### src/rtl/hazard_control_unit_if.sv
// Pipeline hazard bus: DE/EX/ME hazard inputs toward the hazard unit and the
// pipeline-register enables, clears and debug counters coming back.
interface hazard_control_unit_if #(
  parameter int unsigned REG_W = 5,
  parameter int unsigned CNT_W = 16
);
  logic [REG_W-1:0] rs1_de;
  logic [REG_W-1:0] rs2_de;
  logic             use_rs1_de;
  logic             use_rs2_de;
  logic [REG_W-1:0] rd_ex;
  logic             DMRd_ex;
  logic             br_taken_ex;
  logic             mem_acc_me;
  logic             en_pc_fe;
  logic             en_pc_inc_de;
  logic             en_de_ex;
  logic             en_ex_me;
  logic             en_me_wb;
  logic             clr_de;
  logic             clr_ex;
  logic [CNT_W-1:0] stall_cnt;
  logic [CNT_W-1:0] flush_cnt;

  modport master (
    output rs1_de, rs2_de, use_rs1_de, use_rs2_de, rd_ex, DMRd_ex,
           br_taken_ex, mem_acc_me,
    input  en_pc_fe, en_pc_inc_de, en_de_ex, en_ex_me, en_me_wb,
           clr_de, clr_ex, stall_cnt, flush_cnt
  );

  modport slave (
    input  rs1_de, rs2_de, use_rs1_de, use_rs2_de, rd_ex, DMRd_ex,
           br_taken_ex, mem_acc_me,
    output en_pc_fe, en_pc_inc_de, en_de_ex, en_ex_me, en_me_wb,
           clr_de, clr_ex, stall_cnt, flush_cnt
  );
endinterface

### src/rtl/hazard_control_unit.sv
// Hazard control for the 5-stage pipeline: load-use bubble, taken-branch flush,
// multi-cycle data-memory freeze, plus saturating stall/flush event counters.
module hazard_control_unit #(
  parameter int unsigned REG_W    = 5,
  parameter int unsigned MEM_WAIT = 0,
  parameter int unsigned CNT_W    = 16
) (
  input logic                 clk,
  input logic                 rst,
  hazard_control_unit_if.slave hz
);

  localparam int unsigned WAIT_W = (MEM_WAIT > 0) ? $clog2(MEM_WAIT + 1) : 1;

  typedef enum logic {
    S_RUN      = 1'b0,
    S_MEM_WAIT = 1'b1
  } state_t;

  state_t            state_q;
  state_t            state_d;
  logic [WAIT_W-1:0] wait_q;
  logic [WAIT_W-1:0] wait_d;
  logic              mem_stall;

  logic [REG_W-1:0]  rs1;
  logic [REG_W-1:0]  rs2;
  logic [REG_W-1:0]  rd;
  logic              load_use;

  logic              en_pc_fe;
  logic              en_pc_inc_de;
  logic              en_de_ex;
  logic              en_ex_me;
  logic              en_me_wb;
  logic              clr_de;
  logic              clr_ex;
  logic [CNT_W-1:0]  stall_cnt_q;
  logic [CNT_W-1:0]  flush_cnt_q;

  assign rs1 = hz.rs1_de;
  assign rs2 = hz.rs2_de;
  assign rd  = hz.rd_ex;

  // x0 is hard-wired zero, so a load targeting it never creates a dependency
  assign load_use = !hz.DMRd_ex && (rd != '0) &&
                    ((hz.use_rs1_de && (rs1 == rd)) ||
                     (hz.use_rs2_de && (rs2 == rd)));

  // State register
  always_ff @(posedge clk) begin
    if (rst) begin
      state_q <= S_RUN;
      wait_q  <= '0;
    end else begin
      state_q <= state_d;
      wait_q  <= wait_d;
    end
  end

  // Next state; the release cycle ignores mem_acc_me so the next access starts in RUN
  always_comb begin
    state_d   = state_q;
    wait_d    = wait_q;
    mem_stall = 1'b0;
    case (state_q)
      S_RUN: begin
        if ((MEM_WAIT != 0) && hz.mem_acc_me) begin
          mem_stall = 1'b1;
          state_d   = S_MEM_WAIT;
          wait_d    = WAIT_W'(MEM_WAIT - 1);
        end
      end
      S_MEM_WAIT: begin
        if (wait_q != '0) begin
          mem_stall = 1'b1;
          wait_d    = wait_q - 1'b1;
        end else begin
          state_d = S_RUN;
        end
      end
      default: state_d = S_RUN;
    endcase
  end

  // Outputs by priority: reset, memory freeze, branch flush, load-use bubble
  always_comb begin
    en_pc_fe     = 1'b1;
    en_pc_inc_de = 1'b1;
    en_de_ex     = 1'b1;
    en_ex_me     = 1'b1;
    en_me_wb     = 1'b1;
    clr_de       = 1'b0;
    clr_ex       = 1'b0;
    if (rst) begin
      clr_de = 1'b0;
    end else if (mem_stall) begin
      en_pc_fe     = 1'b0;
      en_pc_inc_de = 1'b0;
      en_de_ex     = 1'b0;
      en_ex_me     = 1'b0;
      en_me_wb     = 1'b0;
    end else if (hz.br_taken_ex) begin
      clr_de = 1'b1;
      clr_ex = 1'b1;
    end else if (load_use) begin
      en_pc_fe     = 1'b0;
      en_pc_inc_de = 1'b0;
      clr_ex       = 1'b1;
    end
  end

  // Saturating performance counters
  always_ff @(posedge clk) begin
    if (rst) begin
      stall_cnt_q <= '0;
      flush_cnt_q <= '0;
    end else begin
      if (!en_pc_fe && (stall_cnt_q != '1)) stall_cnt_q <= stall_cnt_q + 1'b1;
      if (clr_de && (flush_cnt_q != '1))    flush_cnt_q <= flush_cnt_q + 1'b1;
    end
  end

  assign hz.en_pc_fe     = en_pc_fe;
  assign hz.en_pc_inc_de = en_pc_inc_de;
  assign hz.en_de_ex     = en_de_ex;
  assign hz.en_ex_me     = en_ex_me;
  assign hz.en_me_wb     = en_me_wb;
  assign hz.clr_de       = clr_de;
  assign hz.clr_ex       = clr_ex;
  assign hz.stall_cnt    = stall_cnt_q;
  assign hz.flush_cnt    = flush_cnt_q;

endmodule

### src/flat_wrapper.sv
// flat-port wrapper written by rule: the top's interface ports become plain ports
module hazard_control_unit_flat 
#(
  parameter int unsigned REG_W    = 5,
  parameter int unsigned MEM_WAIT = 0,
  parameter int unsigned CNT_W    = 16
)
  (clk, rst, hz_rs1_de, hz_rs2_de, hz_use_rs1_de, hz_use_rs2_de, hz_rd_ex, hz_DMRd_ex, hz_br_taken_ex, hz_mem_acc_me, hz_en_pc_fe, hz_en_pc_inc_de, hz_en_de_ex, hz_en_ex_me, hz_en_me_wb, hz_clr_de, hz_clr_ex, hz_stall_cnt, hz_flush_cnt);
  hazard_control_unit_if #(.REG_W(REG_W), .CNT_W(CNT_W)) hz_i ();
  input logic clk;
  input logic rst;
  input wire logic [$bits(hz_i.rs1_de)-1:0] hz_rs1_de;
  input wire logic [$bits(hz_i.rs2_de)-1:0] hz_rs2_de;
  input wire logic [$bits(hz_i.use_rs1_de)-1:0] hz_use_rs1_de;
  input wire logic [$bits(hz_i.use_rs2_de)-1:0] hz_use_rs2_de;
  input wire logic [$bits(hz_i.rd_ex)-1:0] hz_rd_ex;
  input wire logic [$bits(hz_i.DMRd_ex)-1:0] hz_DMRd_ex;
  input wire logic [$bits(hz_i.br_taken_ex)-1:0] hz_br_taken_ex;
  input wire logic [$bits(hz_i.mem_acc_me)-1:0] hz_mem_acc_me;
  output wire logic [$bits(hz_i.en_pc_fe)-1:0] hz_en_pc_fe;
  output wire logic [$bits(hz_i.en_pc_inc_de)-1:0] hz_en_pc_inc_de;
  output wire logic [$bits(hz_i.en_de_ex)-1:0] hz_en_de_ex;
  output wire logic [$bits(hz_i.en_ex_me)-1:0] hz_en_ex_me;
  output wire logic [$bits(hz_i.en_me_wb)-1:0] hz_en_me_wb;
  output wire logic [$bits(hz_i.clr_de)-1:0] hz_clr_de;
  output wire logic [$bits(hz_i.clr_ex)-1:0] hz_clr_ex;
  output wire logic [$bits(hz_i.stall_cnt)-1:0] hz_stall_cnt;
  output wire logic [$bits(hz_i.flush_cnt)-1:0] hz_flush_cnt;
  assign hz_i.rs1_de = hz_rs1_de;
  assign hz_i.rs2_de = hz_rs2_de;
  assign hz_i.use_rs1_de = hz_use_rs1_de;
  assign hz_i.use_rs2_de = hz_use_rs2_de;
  assign hz_i.rd_ex = hz_rd_ex;
  assign hz_i.DMRd_ex = hz_DMRd_ex;
  assign hz_i.br_taken_ex = hz_br_taken_ex;
  assign hz_i.mem_acc_me = hz_mem_acc_me;
  assign hz_en_pc_fe = hz_i.en_pc_fe;
  assign hz_en_pc_inc_de = hz_i.en_pc_inc_de;
  assign hz_en_de_ex = hz_i.en_de_ex;
  assign hz_en_ex_me = hz_i.en_ex_me;
  assign hz_en_me_wb = hz_i.en_me_wb;
  assign hz_clr_de = hz_i.clr_de;
  assign hz_clr_ex = hz_i.clr_ex;
  assign hz_stall_cnt = hz_i.stall_cnt;
  assign hz_flush_cnt = hz_i.flush_cnt;
  hazard_control_unit #(.REG_W(REG_W), .MEM_WAIT(MEM_WAIT), .CNT_W(CNT_W)) u_core (.clk(clk), .rst(rst), .hz(hz_i));
endmodule
### config.mk
export PLATFORM = sky130hd
export DESIGN_NAME = hazard_control_unit_flat
export DESIGN_NICKNAME = d
export VERILOG_FILES = /design/src/rtl/hazard_control_unit_if.sv /design/src/rtl/hazard_control_unit.sv /design/src/flat_wrapper.sv
export SDC_FILE = /design/constraint.sdc
export NUM_CORES = 1
export LEC_CHECK = 0
export ABC_CLOCK_PERIOD_IN_PS = 2550
export BUFFER_PORTS_ARGS = -buffer_cell sky130_fd_sc_hd__buf_4
export CORE_ASPECT_RATIO = 0.6
export CORE_MARGIN = 10
export CORE_UTILIZATION = 45
export DETAILED_ROUTE_END_ITERATION = 10
export MAX_ROUTING_LAYER = met4
export PLACE_DENSITY = 0.79
export SYNTH_ARGS = -nofsm -noshare
export SYNTH_HDL_FRONTEND = slang
export SYNTH_SLANG_ARGS = --single-unit
### constraint.sdc
create_clock -name clk -period 2.55 [get_ports clk]
set_clock_uncertainty 0.05 [all_clocks]
set_input_delay 0.1275 -clock clk [delete_from_list [all_inputs] [get_ports clk]]
set_output_delay 0.1275 -clock clk [all_outputs]
set_load 0.02 [all_outputs]
==> flow_summary_export.csv <==
group,metric,value,unit
layout,layout_commonest_cell,"buf_4",
sta,period_minus_slack,2.12,ns
sta,timing.slew.headroom,0.638,
cts,insertion_delay,0.28,ns
setup_path,worst-endpoint-required,2.71,ns
detailed_routing,detail_route.wl_per_cell,15.0,um
sta,hold_ws,0.193,ns
grt,grt_overflow,0,
layout,final_cell_mix,"58 x buf_4, 32 x dfxtp_1, 20 x a21oi_1",
synth,synth.avg_cell_area,8.32,um^2
setup_path,cpMaxStageDelayCell,"or4_1",
hold_path,worstHoldStart,"rst",
placement,port_buffers,56,
setup_path,path_cells,"ha_1 -> and4_1 -> o21ai_0 -> or4_1 -> or3_1 -> a21oi_1",
setup_path,ff2ff_path_depth,6,
synth,syn_area,0.00188,mm^2
floorplanning,initial_utilization,0.461,
placement,detailed_place_hpwl,3860,um
synth,synth-edff-count,0,
layout,syn_to_final_growth,28.1,%
cts,cts.repair.resized,0,
sta,maxSlewViolCount,0,
floorplanning,pin_count,61,
setup_path,cp_slowest_stage_delay,0.43,ns
sta,worst_pin_slew,0.543,ns
sta,max_freq,472,MHz
synth,ys_async_sr_fraction,0,
layout,multi_input_area,0.00115,mm^2
setup_path,regToRegStartpoint,"u_core.hz.stall_cnt[0]",
cts,postCtsHoldBufs,0,
cts,htree_num_levels,2,
setup_path,cp_max_fo,6,
synth,ys_seq_area_frac,0.341,
grt,grtUsageTotal,0.143,
layout,nets,303,
setup_path,rrSetupSlack,0.43,ns
setup_path,critPathArrivalTime,2.27,ns
setup_path,cp-start-kind,"flop",
cts,cts_tree,"built",
setup_path,critPathKind,"reg2reg",
detailed_routing,num_vias,1911,
synth,yosys.cell_types.count,48,
grt,grt_pass1_vias,1668,
setup_path,critical_path.top_delay_family,"simple AND/OR/NAND/NOR gates",
outcome,status,"completed",
setup_path,crit_buf_inv,0,
cts,root_buffer,"clkbuf_8",
floorplanning,die_area,0.00725,mm^2
synth,synthFlopType,"dfxtp_1",
cts,post_cts.repair.setup_buffers,0,
detailed_routing,wl,5100,um
layout,diodes,0,
cts,clk_pin_slew,0.07,ns
cts,cts_max_path_buffers,2,
hold_path,hp-class,"in2reg",
cts,cts.sinks,32,
detailed_routing,detail_route.iter0.violations,97,
synth,syn_inst,226,
power_and_ir_drop,total_power,1.01,mW
power_and_ir_drop,peakVddDrop,0.291,mV
layout,seqCellArea,641,um^2
synth,synth-seq-cells,32,
detailed_routing,drc,0,
detailed_routing,drt-vias-per-instance,5.62,
run,maxCapViolCount,0,
grt,grt_pass1_wl,8310,um
grt,antenna_found_initial,0,
grt,grt_max_degree,38,
setup_path,endpoint_kind,"flop",
detailed_routing,first_pass_iters,4,
sta,grt_setup_unrepaired,"false",
floorplanning,core-area,0.00408,mm^2
floorplanning,die_x,103,um
sta,fin_setup_tns,0,ns
sta,setup_violations,0,
setup_path,timing.rr.end,"u_core.hz.stall_cnt[14]",
setup_path,cp-endpoint,"u_core.hz.stall_cnt[14]",
floorplanning,rows,18,
setup_path,cp-startpoint,"u_core.hz.stall_cnt[0]",
sta,finalHoldViolations,0,
sta,period_share,0.830,
floorplanning,die-height,70.1,um
power_and_ir_drop,leakagePower,0.892,nW
synth,synth_warnings,0,
cts,cts_buffers,5,
layout,layout-drive-gt1-share,0.254,
power_and_ir_drop,powerDensity,417,mW/mm^2
layout,fillers,363,
placement,gp_congestion,0.849,
setup_path,cp.depth,6,
detailed_routing,detail-route-antenna-nets,0,
report_power, final:
part,switching [mW],leakage (nW),internal [mW]
sequential,0.00321,0.258,0.503
clock,0.178,0.0455,0.220
combinational,0.0570,0.588,0.0438
layer usage:
metal  track usage  vias up  part of all wire
met5             -        -                 0
met4        0.0415        0            0.0098
met3        0.0462        4             0.088
met2         0.183       74              0.41
met1         0.204      879              0.50
li1              -      954                 -
kinds of logic after synthesis:
group,count (synthesis),share of synthesized area
muxes,6,0.0339
other,1,0.00199
AOI/OAI and AO/OA,55,0.196
DFF,32,0.341
buffers and inverters,19,0.0526
xor gates and xnor gates,15,0.0699
adders and majority gates,2,0.0133
and+or+nand+nor,96,0.292
how the worst min path moves through the flow:
stage                                          to  depth (start not counted)
final                      u_core.hz.flush_cnt[0]                          2
after global routing       u_core.hz.flush_cnt[2]                          2
after CTS                  u_core.hz.flush_cnt[0]                          2
after detailed placement  u_core.hz.flush_cnt[15]                          1
after global placement    u_core.hz.stall_cnt[15]                          2
after floorplan            u_core.hz.flush_cnt[0]                          3
cell usage after synthesis (2+ instances only):
| cell | n | area, um^2 |
|---|---|---|
| buf_1 | 2 | 7.51 |
| buf_2 | 4 | 20.0 |
| nand3_1 | 12 | 60.1 |
| dfxtp_1 | 32 | 641 |
| nor4_1 | 6 | 37.5 |
| o41ai_1 | 3 | 26.3 |
| clkbuf_1 | 2 | 7.51 |
| nand4_1 | 4 | 25.0 |
| mux2i_1 | 3 | 30.0 |
| o31ai_1 | 7 | 52.6 |
| a21oi_1 | 20 | 100 |
| nor2_1 | 15 | 56.3 |
| or3_1 | 12 | 75.1 |
| o21ai_0 | 7 | 35.0 |
| mux2_1 | 3 | 33.8 |
| and4_1 | 4 | 35.0 |
| ha_1 | 2 | 25.0 |
| o21ai_1 | 6 | 30.0 |
| o21ai_2 | 2 | 17.5 |
| xnor2_1 | 6 | 52.6 |
| and3_1 | 2 | 12.5 |
| nor3_1 | 4 | 20.0 |
| inv_1 | 5 | 18.8 |
| buf_4 | 6 | 45.0 |
| xor2_1 | 9 | 78.8 |
| o211ai_1 | 2 | 15.0 |
| nand2_1 | 14 | 52.6 |
| nor2b_1 | 3 | 18.8 |
| or4_1 | 10 | 75.1 |
flip-flops by register name, summed over array words and instances (netlist names):
signal	flops
u_core.hz.flush_cnt	16
u_core.hz.stall_cnt	16
metrics by stage:
stage | instance area [um^2] | std cells | setup WS (ns) | utilization
3_5_place_dp | 2320 | 332 | 0.405 | 0.569
5_1_grt | 2410 | 340 | 0.289 | 0.591
3_3_place_gp | 2320 | 332 | 0.460 | 0.569
4_1_cts | 2410 | 340 | 0.432 | 0.591
6_report | 2410 | 340 | 0.433 | 0.591
2_1_floorplan | 1890 | 228 | 0.546 | -
area by class of cell:
cell class	instances	area share
flip-flops and latches	32	0.266
clock buffers	8	0.0374
multi-input cells	177	0.477
repair buffers	58	0.181
inverters	5	0.00779
well taps	60	0.0312
Power figures use the tool's default switching activity.
